## src/rtl/hazard_tracker.sv

```systemverilog
// Pipeline hazard tracker: keeps E/M/W destination records and derives stall
// and operand-forwarding selects from Tuse/Tnew timing.
module hazard_tracker (
  input  logic        clk,
  input  logic        reset,
  input  logic [4:0]  rs_D,
  input  logic [4:0]  rt_D,
  input  logic [2:0]  Tuse_rs,
  input  logic [2:0]  Tuse_rt,
  input  logic [4:0]  wa_D,
  input  logic        we_D,
  input  logic [2:0]  Tnew_D,
  output logic        stall,
  output logic [1:0]  fwd_rs_D,
  output logic [1:0]  fwd_rt_D,
  output logic [1:0]  fwd_rs_E,
  output logic [1:0]  fwd_rt_E,
  output logic        fwd_rt_M,
  output logic [31:0] stall_cnt
);

  typedef struct packed {
    logic [4:0] rs;
    logic [4:0] rt;
    logic [4:0] wa;
    logic       we;
    logic [2:0] tnew;
  } e_rec_t;

  // M only needs rt (store data) and W needs no sources, so those are not kept.
  typedef struct packed {
    logic [4:0] rt;
    logic [4:0] wa;
    logic       we;
    logic [2:0] tnew;
  } m_rec_t;

  typedef struct packed {
    logic [4:0] wa;
    logic       we;
    logic [2:0] tnew;
  } w_rec_t;

  e_rec_t e_q;
  m_rec_t m_q;
  w_rec_t w_q;

  function automatic logic [2:0] dec(input logic [2:0] x);
    return (x != 3'd0) ? x - 3'd1 : 3'd0;
  endfunction

  function automatic logic hit(input logic we, input logic [4:0] wa, input logic [4:0] r);
    return we && (wa == r) && (r != 5'd0);
  endfunction

  // A stage still producing its result neither forwards nor shadows older stages.
  function automatic logic [1:0] fwd_d_sel(input logic [4:0] r, input e_rec_t e,
                                           input m_rec_t m, input w_rec_t w);
    if (hit(e.we, e.wa, r) && e.tnew == 3'd0)      return 2'd1;
    else if (hit(m.we, m.wa, r) && m.tnew == 3'd0) return 2'd2;
    else if (hit(w.we, w.wa, r) && w.tnew == 3'd0) return 2'd3;
    else                                           return 2'd0;
  endfunction

  function automatic logic [1:0] fwd_e_sel(input logic [4:0] r, input m_rec_t m,
                                           input w_rec_t w);
    if (hit(m.we, m.wa, r) && m.tnew == 3'd0) return 2'd2;
    else if (hit(w.we, w.wa, r))              return 2'd3;
    else                                      return 2'd0;
  endfunction

  function automatic logic needs_stall(input logic [4:0] r, input logic [2:0] tuse,
                                       input e_rec_t e, input m_rec_t m);
    return (hit(e.we, e.wa, r) && e.tnew > tuse) ||
           (hit(m.we, m.wa, r) && m.tnew > tuse);
  endfunction

  always_comb begin
    stall    = needs_stall(rs_D, Tuse_rs, e_q, m_q) || needs_stall(rt_D, Tuse_rt, e_q, m_q);
    fwd_rs_D = fwd_d_sel(rs_D, e_q, m_q, w_q);
    fwd_rt_D = fwd_d_sel(rt_D, e_q, m_q, w_q);
    fwd_rs_E = fwd_e_sel(e_q.rs, m_q, w_q);
    fwd_rt_E = fwd_e_sel(e_q.rt, m_q, w_q);
    fwd_rt_M = hit(w_q.we, w_q.wa, m_q.rt);
  end

  // A stall replaces the incoming D instruction with a bubble; M and W always advance.
  always_ff @(posedge clk or posedge reset) begin
    if (reset) begin
      e_q       <= '0;
      m_q       <= '0;
      w_q       <= '0;
      stall_cnt <= '0;
    end else begin
      if (stall) begin
        e_q       <= '0;
        stall_cnt <= stall_cnt + 32'd1;
      end else begin
        e_q <= {rs_D, rt_D, wa_D, we_D, dec(Tnew_D)};
      end
      m_q <= {e_q.rt, e_q.wa, e_q.we, dec(e_q.tnew)};
      w_q <= {m_q.wa, m_q.we, dec(m_q.tnew)};
    end
  end

endmodule
```

## config.mk

```make
export PLATFORM = sky130hd
export DESIGN_NAME = hazard_tracker
export DESIGN_NICKNAME = d
export VERILOG_FILES = /design/src/rtl/hazard_tracker.sv
export SDC_FILE = /design/constraint.sdc
export NUM_CORES = 1
export LEC_CHECK = 0
export BUFFER_PORTS_ARGS = -buffer_cell sky130_fd_sc_hd__buf_2
export CAP_MARGIN = 20
export CORE_AREA = 2 2 91 93
export CTS_CLUSTER_SIZE = 14
export DETAILED_ROUTE_END_ITERATION = 6
export DIE_AREA = 0 0 93 95
export GPL_TIMING_DRIVEN = 0
export PLACE_DENSITY = 0.72
export SLEW_MARGIN = 10
export SYNTH_ARGS = -nofsm -noshare
export SYNTH_HDL_FRONTEND = slang
export SYNTH_SLANG_ARGS = --single-unit
```

## constraint.sdc

```tcl
create_clock -name clk -period 3 [get_ports clk]
set_input_delay 0.6 -clock clk [delete_from_list [all_inputs] [get_ports clk]]
set_output_delay 0.6 -clock clk [all_outputs]
set_load 0.005 [all_outputs]
```

==> reports/qor.csv <==
metric,value,unit
Core Rows,33,
io pins,69,
warnings from Yosys,0,
"CTS clk-pin slew, worst paths",0.07,ns
H-tree depth,3,
detailed router's first-iteration violation count,107,
CP cell instances,buf_2 > or4_4 > nor2_4 > nor4_4 > o211ai_1 > and4_4 > inv_1 > clkbuf_4 > buf_2,
Max Cap Viol,0,
post-synth design cell area,3860,µm²
first-pass GRT wire length,14.2,mm
diode count,0,
via count,2915,
Setup crit start,rt_D[1],
Final Net Count,486,
CTS Sinks,74,
status,"complete, no violations",
Static Leak,2.29,nW
CTS tree,built,
syn_nets,406,
dpl cell area,4370,µm²
"Remaining Overflow, GRT",0,
final hold violation count,0,
"commonest non-fill, non-tap cell in the layout",dfrtp_1,
crit path kind,in -> out,
"Slowest-stage cell, CP",or4_4,
Slew @ Worst Pin,0.647,ns
pre-CTS setup slack,-0.168,ns
Tmin final,2.97,ns
DR pass1 iterations,4,
setup ws final,0.0268,ns
initial antenna violation count,0,
drt drc,0,
max-slew violations,0,
crit start category,input pin,
vias per inst,5.28,
number of global-route vias before repair,2911,
fin area,4660,µm²
TritonCTS buffer count,9,
reg2reg start,m_q[1]$_DFF_PP0_,
worst path required time,2.40,ns
layout cells sized above 1,0.221,
buffer depth of the longest clock path,2,
r2r worst-path depth,10,
drt total wl,8.51,mm
Fmax,0.336,GHz
GRT Util Overall,0.210,
CP most frequent cell,buf_2,
Layout fillers,729,
final clock skew,0.00905,ns
cts hold-fix bufs,0,
Worst EP arrival,2.37,ns
total core area,7930,µm²
Max IR drop VDD,301,µV
final worst path period share,0.991,
R2R setup slack,0.57,ns
Die ar.,8840,µm²
"commonest non-fill, non-tap cells in the layout","74 x dfrtp_1, 69 x buf_2, 46 x xnor2_1",
sequential-to-total area share from yosys stat,0.479,
Routed Antenna Nets,0,
hold crit path type,in -> async,
clk root buf,clkbuf_8,
largest net degree at the start of global routing,58,
count of cell types in the netlist,32,
RSZ-0062 raised after global routing,true,
Post-Synthesis Cells,362,
worst-path maximum fanout,10,
Initial Util,0.487,
flop and latch count out of synthesis,74,
Die Wd,93,µm
height of the die,95,µm
CP Capture Point,stall,
crit-path max cell delay,0.55,ns
Final Setup Violations,0,
Worst setup EP type,output pin,
number of port buffers,68,
GP Congestion,0.872,
WL per Instance,15.4,µm
latest clock arrival within the worst-skew pair,0.34,ns
area grow syn2layout,20.6,%
syn_area_per_cell,10.7,µm²
Slew headroom,0.566,
cell area power density,484,nW/µm²
detailed placement HPWL,6.27,mm
reg2reg end,stall_cnt[18]$_DFFE_PP0P_,
-- report_power, final --
group / switching, W / internal (W) / total [W] / leakage (nW)
Combinational: 0.000158 / 0.000142 / 0.000300 / 1.25
Sequential: 0.0000668 / 0.00105 / 0.00112 / 0.939
Clock: 0.000343 / 0.000493 / 0.000836 / 0.105
Total: 0.000568 / 0.00169 / 0.00225 / 2.29
-- logic make-up after synthesis --
group	share of synthesized area
buf+inv	0.0269
compound gates	0.0343
simple gates	0.209
fa+ha+maj	0.0551
flops	0.479
mux	0.00291
xor+xnor	0.193
-- metrics by stage --
stage	instances	setup TNS, ns	hold WS, ns	utilization	total power, W
2_1_floorplan	362	0	0.352	-	0.00131
4_1_cts	551	0	0.178	0.580	0.00227
3_5_place_dp	536	-0.168	0.376	0.551	0.00143
3_3_place_gp	535	-24.59	0.360	0.547	0.00141
6_report	552	0	0.183	0.588	0.00225
5_1_grt	552	-0.0668	0.189	0.588	0.00236
-- synth_stat cells --
master	n	area share
a21o_1	2	0.0039
a21oi_1	4	0.0052
a22oi_1	2	0.0039
and2_1	17	0.028
and3_1	10	0.016
and4_1	3	0.0068
and4_4	1	0.0029
and4bb_2	1	0.0032
buf_2	2	0.0026
buf_6	1	0.0029
clkbuf_1	9	0.0087
dfrtp_1	74	0.48
ha_1	17	0.055
inv_1	13	0.013
mux2_2	1	0.0029
nand2_1	17	0.017
nand3_1	20	0.026
nand4_1	14	0.023
nor2_1	22	0.021
nor2b_1	5	0.0081
nor3_1	6	0.0078
nor3b_1	5	0.0097
nor4_1	9	0.015
nor4b_1	1	0.0023
nor4b_2	2	0.0078
o211ai_1	4	0.0078
o21a_1	4	0.0078
o21ai_0	1	0.0013
o41ai_1	2	0.0045
or4_1	8	0.016
xnor2_1	46	0.10
xor2_1	39	0.088
-- what timing repair did --
item | in CTS | in global routing
gates resized for setup | 5 | 9
setup buffers | 0 | 1
pin swaps | 0 | 2
endpoints found under the setup margin | 1 | 5
gates cloned | 0 | 0
-- state kept, by name (all words and copies together) (netlist names) --
name       flops
e_q           19
m_q           14
stall_cnt     32
w_q            9
-- worst min path at each step --
stage	slack [ns]	cells after the start	start	end
2_1_floorplan	0.35	0	m_q[5]$_DFF_PP0_	w_q[5]$_DFF_PP0_
3_3_place_gp	0.36	0	m_q[5]$_DFF_PP0_	w_q[5]$_DFF_PP0_
3_5_place_dp	0.38	0	m_q[5]$_DFF_PP0_	w_q[5]$_DFF_PP0_
4_1_cts	0.18	2	reset	stall_cnt[24]$_DFFE_PP0P_
5_1_grt	0.19	2	reset	stall_cnt[24]$_DFFE_PP0P_
6_report	0.18	2	reset	stall_cnt[23]$_DFFE_PP0P_
-- worst max-delay path, delay by kind of cell --
family          cells  cell delay, ns
buf+inv             4            0.56
simple gates        4            1.11
compound gates      1            0.09
-- per-layer routing --
layer  track usage  share of wire  vias to the layer above
li1              -              -                     1398
met1         0.263           0.41                     1423
met2         0.363           0.51                       82
met3        0.0551          0.059                       12
met4        0.0551          0.015                        0
met5             0              0                        -
-- area by class of cell --
class                           instances  area [µm²]  share of cell area
Clock buffer                           14         153              0.0328
Sequential cell                        74        1850               0.397
Clock inverter                          2        60.1              0.0129
Timing Repair Buffer                   70         375              0.0806
Multi-Input combinational cell        263        1980               0.426
Tap cell                              105         131              0.0282
Inverter                               13        51.3              0.0110
Buffer                                 11        53.8              0.0115
No activity file was read; power rests on OpenSTA's default activity.
